--- config.mk ---
export PLATFORM = sky130hd
export DESIGN_NAME = nav_frame_tx
export DESIGN_NICKNAME = d
export VERILOG_FILES = /design/src/rtl/nav_frame_tx.sv
export SDC_FILE = /design/constraint.sdc
export NUM_CORES = 1
export LEC_CHECK = 0
export CAP_MARGIN = 10
export CORE_ASPECT_RATIO = 0.9
export CORE_MARGIN = 2
export CORE_UTILIZATION = 55
export DETAILED_ROUTE_END_ITERATION = 10
export PLACE_DENSITY_LB_ADDON = 0.05
export REMOVE_ABC_BUFFERS = 1
export SLEW_MARGIN = 20
export SYNTH_ARGS = -nofsm -noshare
export SYNTH_HDL_FRONTEND = slang
export SYNTH_SLANG_ARGS = --single-unit
--- constraint.sdc ---
create_clock -name clk -period 5.7 [get_ports clk]
set_input_delay 1.14 -clock clk [delete_from_list [all_inputs] [get_ports clk]]
set_output_delay 1.14 -clock clk [all_outputs]
set_load 0.03 [all_outputs]
--- src/rtl/nav_frame_tx.sv ---
// nav_frame_tx: serialises one navigation solution into a framed byte stream
// (SYNC0 SYNC1, 10 payload bytes, optional XOR checksum when NAV_TX_CHECKSUM_EN is defined).
module nav_frame_tx #(
  parameter logic [7:0]  SYNC0    = 8'hB5,
  parameter logic [7:0]  SYNC1    = 8'h62,
  parameter int unsigned IDLE_GAP = 0
) (
  input  logic        clk,
  input  logic        rst,
  input  logic        s_valid,
  output logic        s_ready,
  input  logic [31:0] position,
  input  logic [31:0] velocity,
  input  logic        alert,
  output logic [7:0]  m_data,
  output logic        m_valid,
  input  logic        m_ready,
  output logic        busy,
  output logic [15:0] frames_sent
);

  localparam logic [2:0] ST_IDLE    = 3'd0;
  localparam logic [2:0] ST_SYNC0   = 3'd1;
  localparam logic [2:0] ST_SYNC1   = 3'd2;
  localparam logic [2:0] ST_PAYLOAD = 3'd3;
  localparam logic [2:0] ST_CSUM    = 3'd4;
  localparam logic [2:0] ST_GAP     = 3'd5;

  // Where the FSM goes once the last byte of a frame has been accepted.
  localparam logic [2:0] ST_AFTER = (IDLE_GAP == 0) ? ST_IDLE : ST_GAP;
  localparam logic [7:0] GAP_LAST = 8'((IDLE_GAP == 0) ? 0 : IDLE_GAP - 1);

  logic [2:0]  r_state;
  logic [3:0]  r_idx;
  logic [7:0]  r_seq;
  logic [15:0] r_frames;
  logic [7:0]  r_gap_cnt;
  logic [31:0] r_pos;
  logic [31:0] r_vel;
  logic        r_alert;
  logic [7:0]  r_seq_lat;
`ifdef NAV_TX_CHECKSUM_EN
  logic [7:0]  r_csum;
`endif

  logic       w_accept;
  logic       w_xfer;
  logic       w_last_xfer;
  logic [7:0] w_payload_byte;

  assign s_ready     = (r_state == ST_IDLE) && !rst;
  assign busy        = (r_state != ST_IDLE);
  assign frames_sent = r_frames;
  assign w_accept    = s_valid && s_ready;
  assign w_xfer      = m_valid && m_ready;

`ifdef NAV_TX_CHECKSUM_EN
  assign w_last_xfer = w_xfer && (r_state == ST_CSUM);
`else
  assign w_last_xfer = w_xfer && (r_state == ST_PAYLOAD) && (r_idx == 4'd9);
`endif

  // NOTE: every signal written in always_comb gets a default first so no latch is inferred.
  always_comb begin
    w_payload_byte = 8'h00;
    case (r_idx)
      4'd0:    w_payload_byte = {7'b0, r_alert};
      4'd1:    w_payload_byte = r_pos[31:24];
      4'd2:    w_payload_byte = r_pos[23:16];
      4'd3:    w_payload_byte = r_pos[15:8];
      4'd4:    w_payload_byte = r_pos[7:0];
      4'd5:    w_payload_byte = r_vel[31:24];
      4'd6:    w_payload_byte = r_vel[23:16];
      4'd7:    w_payload_byte = r_vel[15:8];
      4'd8:    w_payload_byte = r_vel[7:0];
      4'd9:    w_payload_byte = r_seq_lat;
      default: w_payload_byte = 8'h00;
    endcase
  end

  always_comb begin
    m_valid = 1'b0;
    m_data  = 8'h00;
    case (r_state)
      ST_SYNC0:   begin m_valid = 1'b1; m_data = SYNC0;          end
      ST_SYNC1:   begin m_valid = 1'b1; m_data = SYNC1;          end
      ST_PAYLOAD: begin m_valid = 1'b1; m_data = w_payload_byte; end
`ifdef NAV_TX_CHECKSUM_EN
      ST_CSUM:    begin m_valid = 1'b1; m_data = r_csum;         end
`endif
      default:    begin m_valid = 1'b0; m_data = 8'h00;          end
    endcase
  end

  // NOTE: sequential state uses non-blocking assignments so every register samples pre-edge values.
  always_ff @(posedge clk) begin
    if (rst) begin
      r_state   <= ST_IDLE;
      r_idx     <= 4'd0;
      r_seq     <= 8'h00;
      r_frames  <= 16'h0000;
      r_gap_cnt <= 8'h00;
`ifdef NAV_TX_CHECKSUM_EN
      r_csum    <= 8'h00;
`endif
    end else begin
      case (r_state)
        ST_IDLE: begin
          if (w_accept) begin
            r_state <= ST_SYNC0;
            r_idx   <= 4'd0;
`ifdef NAV_TX_CHECKSUM_EN
            r_csum  <= 8'h00;
`endif
          end
        end
        ST_SYNC0: if (m_ready) r_state <= ST_SYNC1;
        ST_SYNC1: if (m_ready) r_state <= ST_PAYLOAD;
        ST_PAYLOAD: begin
          if (m_ready) begin
`ifdef NAV_TX_CHECKSUM_EN
            r_csum <= r_csum ^ w_payload_byte;
`endif
            if (r_idx == 4'd9) begin
              r_idx <= 4'd0;
`ifdef NAV_TX_CHECKSUM_EN
              r_state <= ST_CSUM;
`else
              r_state <= ST_AFTER;
`endif
            end else begin
              r_idx <= r_idx + 4'd1;
            end
          end
        end
`ifdef NAV_TX_CHECKSUM_EN
        ST_CSUM: if (m_ready) r_state <= ST_AFTER;
`endif
        ST_GAP: begin
          if (r_gap_cnt == GAP_LAST) begin
            r_state   <= ST_IDLE;
            r_gap_cnt <= 8'h00;
          end else begin
            r_gap_cnt <= r_gap_cnt + 8'h01;
          end
        end
        default: r_state <= ST_IDLE;
      endcase

      if (w_last_xfer) begin
        r_seq    <= r_seq + 8'h01;
        r_frames <= r_frames + 16'h0001;
      end
    end
  end

  // NOTE: shadow registers carry no reset; they are always loaded on accept before being read.
  always_ff @(posedge clk) begin
    if (w_accept) begin
      r_pos     <= position;
      r_vel     <= velocity;
      r_alert   <= alert;
      r_seq_lat <= r_seq;
    end
  end

endmodule

==> results of run 1 <==
worst reg2reg max path: cells and delay by family, from the launching register on:
family                     cells  cell delay, ps
and+or+nand+nor                2            1000
buffers and inverters          3             830
adders and majority gates      1             420
DFF                            1             380
how the worst min path moves through the flow:
| stage | endpoint | cells past startpoint |
|---|---|---|
| 2_1_floorplan | r_seq_lat[7]$_DFFE_PP_ | 0 |
| 6_report | r_seq_lat[7]$_DFFE_PP_ | 0 |
| 5_1_grt | r_seq_lat[7]$_DFFE_PP_ | 0 |
| 4_1_cts | r_seq_lat[7]$_DFFE_PP_ | 0 |
| 3_5_place_dp | r_seq_lat[7]$_DFFE_PP_ | 0 |
| 3_3_place_gp | r_seq_lat[7]$_DFFE_PP_ | 0 |
final cells by class:
class | count | area, um2
clock buffer | 10 | 127.6
clock inverter | 6 | 53.80
fill | 604 | 2281
inverter | 10 | 37.54
multi-input combinational | 248 | 1630
sequential | 103 | 2794
tap | 99 | 123.9
timing repair buffer | 99 | 980.9
power by group:
part | internal [mW] | switching, mW
Clock | 0.168 | 0.254
Combinational | 0.135 | 0.183
Sequential | 0.889 | 0.0272
stage by stage:
step / utilization [%] / instance area, um2
5_1_grt: 71.59 / 5748
6_report: 71.59 / 5748
3_3_place_gp: 69.32 / 5565
2_1_floorplan: - / 4459
3_5_place_dp: 69.32 / 5565
4_1_cts: 71.58 / 5747
cells by family after synthesis:
kind of cell / share of synthesized area [%]
mux: 5.109
buf+inv: 2.939
fa+ha+maj: 1.648
compound gates: 11.95
flops: 61.30
xor+xnor: 2.307
simple gates: 14.75
routing by layer:
layer / share of wire, % / vias up
met3: 6.2 / 12
met2: 48 / 117
met4: 1.2 / 0
met1: 44 / 1636
met5: 0 / -
li1: - / 1634
registers in the layout, summed over array words and instances, names as in the netlist:
name and flops:
r_pos 32, r_vel 32, r_seq_lat 8, r_seq 8
r_state 2, r_alert 1, r_idx 4, frames_sent 16
placed cells by master (no fill, tap or decap), drive strengths merged, types with 7 or more instances in the layout:
| master | synthesis | final |
|---|---|---|
| a21oi | 26 | 26 |
| a31oi | 10 | 10 |
| clkbuf | 15 | 10 |
| clkdlybuf4s50 | 0 | 95 |
| dfxtp | 30 | 30 |
| edfxtp | 73 | 73 |
| inv | 10 | 14 |
| mux2 | 8 | 8 |
| mux2i | 12 | 12 |
| nand2 | 16 | 16 |
| nand3 | 13 | 13 |
| nand3b | 13 | 13 |
| nand4 | 9 | 9 |
| nor2 | 26 | 26 |
| nor2b | 7 | 7 |
| o21ai | 21 | 21 |
| xnor2 | 11 | 11 |
==> results.md, run 1 <==
* Critical R2R Capture: r_vel[30]$_DFFE_PP_
* Most common cell in the synthesized netlist: edfxtp_1
* Final GP Congestion at 0.9231
* CP required at approximately 4600 ps
* Placed cells at ~560
* Clock Latency Late Sink at 370 ps
* Worst Setup Path Type: flip-flop to primary output
* Total routing usage reported by global routing at 23.07%
* Setup violators final at 0
* WP data arrival at 3070 ps
* Worst Hold Class: flip-flop to flip-flop
* Post-Syn Area at 0.004556 mm2
* Crit Path Max Fanout at 18
* Hold Buf Count CTS at 0
* Number of antenna diodes at 0
* Crit-path max cell delay at 750 ps
* Ys flop type: edfxtp_1
* Num CTS Buffers at 9
* CTS tree: built
* CP endpoint kind: primary output
* Antenna violations before repair at 0
* Final WS setup at between 1000 and 1500 ps
* Average size of a mapped cell at 11.89 um2
* PortBufs at 95
* Routed WL at 9935 um
* Slew Viols, Final at 0
* Crit. path cell count at 5
* GR met2 Demand/Resource at 37.27%
* Share of layout cells above drive strength 1 at 7.143%
* Post-detail-place hpwl at 6911 um
* Die X at 99.94 um
* # IOs at 96
* First-pass GRT wire length at around 16000 um
* Actual slew at the worst max-slew pin at 1054 ps
* FP Rows at 31
* First DRT Iteration DRCs at 229
* Reg clk slew, reported paths at 100 ps
* Clk buf depth at 2
* Cell Pwr Density at 288.0 mW/mm2
* RSZ-0062 raised after global routing: no
* Core ar. at roughly 0.008 mm2
* H-tree depth at 3
* Worst hold start: r_seq[7]$_SDFFE_PP0P_
* Clk root buf: clkbuf_8
* Gr ovfl total at 0
* Setup WS pre-CTS at 1667 ps
* Worst Path Buf+Inv at 1
* Unique masters post-synth at 53
* Via/cell ratio at 5.911
* Busiest grt layer: met2
* Met1 usage at 31.02%
* Vias in the first global route at 3343
* Top post-synthesis cells by area: edfxtp_1 (48%), dfxtp_1 (13%), a21oi_1 (2.9%), mux2i_1 (2.6%), o21ai_0 (2.3%)
* Fmax at 237.3 MHz
* Worst r2r path cells at 6
* Max-Cap Viols at 0
* Routed Antenna Nets at 0
* Fin Clk Skew at 11.38 ps
* Sequential share of the synthesized area at 61.30%
* Yosys warns at 0
* Via count at 3399
* Total chip power at 1.655 mW
* Reg2reg setup slack at about 2700 ps
* Met3 Use GR at under 10%
* Outcome: complete, no violations
* Top Family by Delay on Critical Path: buffers and inverters
* Synth top cells by count: edfxtp_1 (73), dfxtp_1 (30), a21oi_1 (26), nor2_1 (26), o21ai_0 (21)
* Startpoint types: flip-flop
* Initial Util at a little under three fifths
* Final hold viol count at 0
* Post-CTS Setup Repair Bufs at 0
* Peak supply drop at ~0.15 mV
* Worst-path cell chain: or3b_2, o32ai_1, a2111oi_0, a222oi_1, clkdlybuf4s50_1
* Share of the synthesized area in the top cell type at about half
* Cts repair resizes at 0
* Fin Setup TNS at 0 ps
* Post-synthesis register bit count at roughly 100
* Area Growth Syn to Fin at 26.17%
* Worst r2r src: r_state[1]$_SDFFE_PP0P_
* P_leak at 1.794 nW
* Period utilisation layout at 73.94%
* Pin count of the biggest net entering global routing at 47
* Die height at around 90 um
* Die area at about 0.009 mm2
* Asr flop ratio synth at 0%
* Worst rel slew slack at around 30%
* Min cycle time layout at ~4200 ps
* DR DRC count at 0
* Crit path capture: m_data[5]
* Slowest cell on the critical path: clkdlybuf4s50_1
* Nets at 546
* Per-cell routed wire length at 17.28 um
* Post-synth EDFFs at 73
* Clock sinks at 103
* Post-synth top area cell: edfxtp_1
* Hold slack at 462.2 ps
* CP Launch Point: r_idx[3]$_SDFFE_PP0P_
* Post-Layout Cell Count at 575
* Mapped Cells at approximately 380
* First-pass iteration count of the detailed router at 5
Power figures use the tool's default switching activity.
==> inputs of run 2 (changes only) <==
CORE_UTILIZATION = 46   (was 55)
clock period = 3.8 ns   (was 5.7 ns; I/O delays follow)
==> run 2 against run 1 <==
Design area is 1.5% higher. Worst hold slack improved by 6.9 ps. Count of clock-buffer cells in the layout is the same. Register-to-register slack lost 1500 ps. Routed wire length rose by 6.2%.
==> results.md, run 2 (same netlist as run 1, synthesis figures left out) <==
* RSZ-0062 raised after global routing: no (unchanged)
* Fin Clk Skew at 9.049 ps (was 11.38 ps)
* Clk root buf: clkbuf_8 (unchanged)
* Vias in the first global route at 3286 (was 3343)
* Crit-path max cell delay at 880 ps (was 750 ps)
* Setup WS pre-CTS at 655.8 ps (was 1667 ps)
* Commonest non-fill, non-tap cell in the layout: clkdlybuf4s50_1 (unchanged)
* Slowest cell on the critical path: dfxtp_1 (was clkdlybuf4s50_1)
* Worst Hold Class: flip-flop to flip-flop (unchanged)
* First DRT Iteration DRCs at 202 (was 229)
* Number of antenna diodes at 0 (unchanged)
* Worst-path cell chain: nand2b_1, nor3_1, a311oi_1, a31oi_1, clkdlybuf4s50_1 (was or3b_2, o32ai_1, a2111oi_0, a222oi_1, clkdlybuf4s50_1)
* Post-CTS Setup Repair Bufs at 0 (unchanged)
* Via count at 3368 (was 3399)
* Area Growth Syn to Fin at 28.01% (was 26.17%)
* First-pass GRT wire length at 16670 um (was 16370 um)
* WP data arrival at 2810 ps (was 3070 ps)
* Clock sinks at 103 (unchanged)
* Fmax at about 280 MHz
* Initial Util at 47.18% (was 56.74%)
* Worst rel slew slack at 43.85% (was 29.75%)
* Total routing usage reported by global routing at 20.37% (was 23.07%)
* Period utilisation layout at 93.83%
* CTS tree: built (unchanged)
* P_leak at 1.849 nW (was 1.794 nW)
* Final GP Congestion at 0.8805 (was 0.9231)
* Outcome: complete, no violations (unchanged)
* Worst Setup Path Type: flip-flop to primary output (unchanged)
* Peak supply drop at 0.2932 mV (was 0.1547 mV)
* Reg clk slew, reported paths at 100 ps (about the same)
* Num CTS Buffers at 9 (unchanged)
* Top Family by Delay on Critical Path: flip-flops (was buffers and inverters)
* Gr ovfl total at 0 (unchanged)
* Cts repair resizes at 0 (unchanged)
* Die area at 0.01072 mm2 (was 0.009028 mm2)
* Actual slew at the worst max-slew pin at 841.0 ps (was 1054 ps)
* H-tree depth at 3 (unchanged)
* FP Rows at 34 (was 31)
* Min cycle time layout at 3566 ps
* Clk buf depth at 2 (unchanged)
* Slew Viols, Final at 0 (unchanged)
* Cell Pwr Density at 430.2 mW/mm2 (was 288.0 mW/mm2)
* Share of layout cells above drive strength 1 at 9.504% (was 7.143%)
* Final Core Density at 60.39% (was 71.59%)
* Most frequent cells in the layout: clkdlybuf4s50_1 (90), edfxtp_1 (73), dfxtp_1 (30) (was clkdlybuf4s50_1 (95), edfxtp_1 (73), dfxtp_1 (29))
* Die height at 98.41 um (was 90.34 um)
* First-pass iteration count of the detailed router at 4 (was 5)
* Nets at 554 (was 546)
* Hold Buf Count CTS at 0 (unchanged)
* Post-detail-place hpwl at 7659 um (was 6911 um)
* Clock Latency Late Sink at 380 ps (was 370 ps)
* Crit Path Max Fanout at 25 (was 18)
* Die X at 108.9 um (was 99.94 um)
* Pin count of the biggest net entering global routing at 41 (was 47)
* Core ar. at 0.009657 mm2 (was 0.008029 mm2)
* Routed WL at 10550 um (was 9935 um)
* Startpoint types: flip-flop (unchanged)
* Setup violators final at 0 (unchanged)
* # IOs at 96 (unchanged)
* Worst Path Buf+Inv at 1 (unchanged)
* CP endpoint kind: primary output (unchanged)
* Final hold viol count at 0 (unchanged)
* Via/cell ratio at 5.521 (was 5.911)
* PortBufs at 95 (unchanged)
* Antenna violations before repair at 0 (unchanged)
* Final WS setup at 234.5 ps (was 1485 ps)
* DR DRC count at 0 (unchanged)
* Max-Cap Viols at 0 (unchanged)
* CP required at 3040 ps (was 4560 ps)
* Per-cell routed wire length at 17.30 um (was 17.28 um)
* Routed Antenna Nets at 0 (unchanged)
run 2: cell count changes in the layout (fill, tap and decap cells not counted):
cell             before  now
buf_4                 4   17
clkdlybuf4s50_1      95   90
clkinvlp_4            1    0
dfxtp_1              29   30
dfxtp_2               1    0
inv_4                 1    0
inv_6                 1    3
run 2: area by class of cell:
| class | instances | area, um2 |
|---|---|---|
| Timing Repair Buffer | 107 | 1028 |
| Inverter | 10 | 37.54 |
| Fill cell | 816 | 3825 |
| Sequential cell | 103 | 2793 |
| Clock inverter | 6 | 57.56 |
| Tap cell | 126 | 157.7 |
| Clock buffer | 10 | 127.6 |
| Multi-Input combinational cell | 248 | 1630 |
run 2: worst paths after layout:
kind	from	to	slack, ps	cells past startpoint
worst max register to register	r_idx[0]$_SDFFE_PP0P_	frames_sent[15]$_SDFFE_PP0P_	1260	6
worst min register to register	r_seq[7]$_SDFFE_PP0P_	r_seq_lat[7]$_DFFE_PP_	470	0
worst min-delay path	r_seq[7]$_SDFFE_PP0P_	r_seq_lat[7]$_DFFE_PP_	470	0
worst max-delay path	r_idx[1]$_SDFFE_PP0P_	m_data[0]	230	5
run 2: worst reg2reg max path: stages (launching register included):
cell	delay [ps]
dfxtp_1	650
buf_4	340
nand4_1	110
buf_4	190
or3_1	520
or4_1	520
a21oi_1	140
run 2: layer usage:
metal  vias to the layer above  track usage (%)  part of all wire (%)
met1                      1613            27.79                    46
li1                       1648                -                     -
met4                         0            5.819                   1.2
met5                         -                0                     0
met2                        96            32.49                    48
met3                        11            4.894                   4.7
run 2: power breakdown:
group          switching (mW)  total (mW)  internal, mW
clock network           0.400       0.655         0.256
registers              0.0435        1.38          1.33
logic                   0.276       0.477         0.202
run 2: metrics by stage:
stage / power (mW) / TNS, ps / std cells / hold WS [ps] / instance area (um2)
global placement: 1.875 / 0 / 594 / 438.5 / 5647
detailed placement: 1.878 / 0 / 594 / 448.8 / 5647
floorplan: 1.659 / -6610 / 361 / 429.2 / 4459
finish: 2.509 / 0 / 610 / 469.1 / 5832
global route: 2.626 / 0 / 610 / 486.9 / 5832
CTS: 2.529 / 0 / 610 / 475.0 / 5832
==> inputs of run 3 (changes only) <==
CORE_ASPECT_RATIO = 0.75   (was 0.9)
==> run 3 against run 2 <==
Total power increased by 12%. Maximum frequency increased by 0.95%. Worst setup slack improved by 33 ps. Flip-flop and latch count unchanged. Count of clock-buffer cells in the layout unchanged. Sequential power about the same. Routed wire length increased by 0.70%. Clock power increased by 44%. First-iteration DRC count increased by 100%. Utilization increased by 1.6 points. Critical path type unchanged. Largest cell class unchanged. Highest routed layer unchanged.
==> results.md, run 3 (same netlist as run 1, synthesis figures left out) <==
* Post-detail-place hpwl at 7609 um (was 7659 um)
* Comb power frac at 17.2% (was 19.0%)
* Top Family by Delay on Critical Path: compound AO/OA/AOI/OAI gates (was flip-flops)
* CP required at 3040 ps (about the same)
* Worst Setup Path Type: flip-flop to primary output (unchanged)
* Total routing usage reported by global routing at 20.43% (was 20.37%)
* Hold slack at 463.4 ps (was 469.1 ps)
* Worst r2r src: r_state[1]$_SDFFE_PP0P_ (was r_idx[0]$_SDFFE_PP0P_)
* Min cycle time layout at 3532 ps (was 3566 ps)
* Net Switching at 742.7 uW (was 718.6 uW)
* DR DRC count at 0 (unchanged)
* Post-CTS Setup Repair Bufs at 0 (unchanged)
* Clock Power Share at 33.6% (was 26.1%)
* Crit-path max cell delay at 740 ps (was 880 ps)
* Nets at 557 (was 554)
* Worst-path cell chain: nand2b_1, o32ai_1, a2111oi_0, a222oi_1, clkdlybuf4s50_1 (was nand2b_1, nor3_1, a311oi_1, a31oi_1, clkdlybuf4s50_1)
* Critical R2R Capture: r_vel[11]$_DFFE_PP_ (was frames_sent[15]$_SDFFE_PP0P_)
* Outcome: complete, no violations (unchanged)
* Core ar. at 0.009658 mm2 (was 0.009657 mm2)
* Per-cell routed wire length at 17.17 um (was 17.30 um)
* FP Rows at 31 (was 34)
* Cts repair resizes at 0 (unchanged)
* Initial Util at 47.17% (was 47.18%)
* Slowest cell on the critical path: clkdlybuf4s50_1 (was dfxtp_1)
* Worst Hold Class: flip-flop to flip-flop (unchanged)
* Gr ovfl total at 0 (unchanged)
* Total chip power at 2.805 mW (was 2.509 mW)
* Fmax at 283.1 MHz (was 280.5 MHz)
* Clk buf depth at 2 (unchanged)
* Area Growth Syn to Fin at 31.37% (was 28.01%)
* Clock sinks at 103 (unchanged)
* Routed WL at 10630 um (was 10550 um)
* Crit. path cell count at 5 (unchanged)
* Clock Latency Late Sink at 350 ps (was 380 ps)
* Peak supply drop at 0.2762 mV (was 0.2932 mV)
* Via/cell ratio at 5.620 (was 5.521)
* Pin count of the biggest net entering global routing at 33 (was 41)
* Actual slew at the worst max-slew pin at 605.2 ps (was 841.0 ps)
* First-pass iteration count of the detailed router at 6 (was 4)
* CTS tree: built (unchanged)
* Most frequent cells in the layout: clkdlybuf4s50_1 (91), edfxtp_1 (73), dfxtp_1 (30) (was clkdlybuf4s50_1 (90), edfxtp_1 (73), dfxtp_1 (30))
* Number of antenna diodes at 0 (unchanged)
* Seq pwr share at 49.2% (was 54.9%)
* RSZ-0062 raised after global routing: no (unchanged)
* Worst Path Buf+Inv at 1 (unchanged)
* Switching Share at 26.48% (was 28.64%)
* Cell Int Power at 2.062 mW (was 1.790 mW)
* First-pass GRT wire length at 16920 um (was 16670 um)
* Cell Pwr Density at 468.7 mW/mm2 (was 430.2 mW/mm2)
* Hold Buf Count CTS at 0 (unchanged)
* Startpoint types: flip-flop (unchanged)
* Max-Cap Viols at 0 (unchanged)
* Via count at 3479 (was 3368)
* Fin Clk Skew at 6.699 ps (was 9.049 ps)
* Worst hold start: r_seq[7]$_SDFFE_PP0P_ (unchanged)
* Die X at 118.9 um (was 108.9 um)
* Worst Hold End: r_seq_lat[7]$_DFFE_PP_ (unchanged)
* Antenna violations before repair at 0 (unchanged)
* Num CTS Buffers at 9 (unchanged)
* Fin Setup TNS at 0 ps (unchanged)
* Final GP Congestion at 0.9206 (was 0.8805)
* Vias in the first global route at 3319 (was 3286)
* Reg clk slew, reported paths at 70 ps (was 100 ps)
* Period utilisation layout at 92.95% (was 93.83%)
* Crit Path Max Fanout at 17 (was 25)
* PortBufs at 95 (unchanged)
* # IOs at 96 (unchanged)
* Die height at 90.19 um (was 98.41 um)
* Commonest non-fill, non-tap cell in the layout: clkdlybuf4s50_1 (unchanged)
* P_leak at 1.916 nW (was 1.849 nW)
* First DRT Iteration DRCs at 408 (was 202)
* Slew Viols, Final at 0 (unchanged)
* Die area at 0.01072 mm2 (about the same)
* Setup violators final at 0 (unchanged)
* Worst hold stages at 0 (unchanged)
* Final hold viol count at 0 (unchanged)
* Share of layout cells above drive strength 1 at 9.856% (was 9.504%)
* Worst r2r path cells at 6 (unchanged)
* Reg2reg setup slack at 1200 ps (was 1260 ps)
* CP endpoint kind: primary output (unchanged)
* H-tree depth at 3 (unchanged)
* Routed Antenna Nets at 0 (unchanged)
* Clk root buf: clkbuf_16 (was clkbuf_8)
* WP data arrival at 2770 ps (was 2810 ps)
* Worst rel slew slack at 59.60% (was 43.85%)
==> run 3: cell types whose count changed in the layout (fill, tap and decap cells not counted), sizes merged <==
cell	delta
buf	+2
bufinv	+1
clkdlybuf4s50	+1
clkinv	+1
inv	-2
==> run 3: layout make-up <==
cell class	instances	area [um2]
clock buffer	10	229.0
clock inverter	6	76.32
fill	768	3674
inverter	10	37.54
multi-input combinational	248	1630
sequential	103	2793
tap	132	165.2
timing repair buffer	110	1054
==> run 3: stage by stage <==
step                      utilization, %  std cells  cell area [um2]  setup slack [ps]
after CTS                          61.96        619             5984             237.6
final                              61.96        619             5984             267.9
after global routing               61.96        619             5984             50.07
after global placement             58.80        603             5679             674.7
after detailed placement           58.80        603             5679             638.3
after floorplan                        -        361             4459            -90.55
==> run 3: how the worst max path moves through the flow <==
stage	start	endpoint	slack [ps]
after floorplan	r_state[1]$_SDFFE_PP0P_	r_alert$_DFFE_PP_	-90
after global placement	r_idx[1]$_SDFFE_PP0P_	m_data[5]	670
after detailed placement	r_idx[1]$_SDFFE_PP0P_	m_data[5]	640
after CTS	r_idx[1]$_SDFFE_PP0P_	m_data[5]	240
after global routing	r_idx[1]$_SDFFE_PP0P_	m_data[0]	50
final	r_idx[1]$_SDFFE_PP0P_	m_data[5]	270
==> run 3: power by group through the flow <==
stage / clock [mW] / combinational [mW] / sequential (mW)
after global routing: 1.02 / 0.523 / 1.39
after detailed placement: 0 / 0.478 / 1.40
after CTS: 0.967 / 0.482 / 1.38
final: 0.943 / 0.483 / 1.38
after global placement: 0 / 0.471 / 1.41
after floorplan: 0 / 0.268 / 1.39
==> run 3: layer usage <==
layer  global-route usage (%)  share of wire [%]
met3                    6.916                7.0
met4                    4.464               0.70
met2                    30.94                 45
met1                    28.58                 47
met5                        0                  0
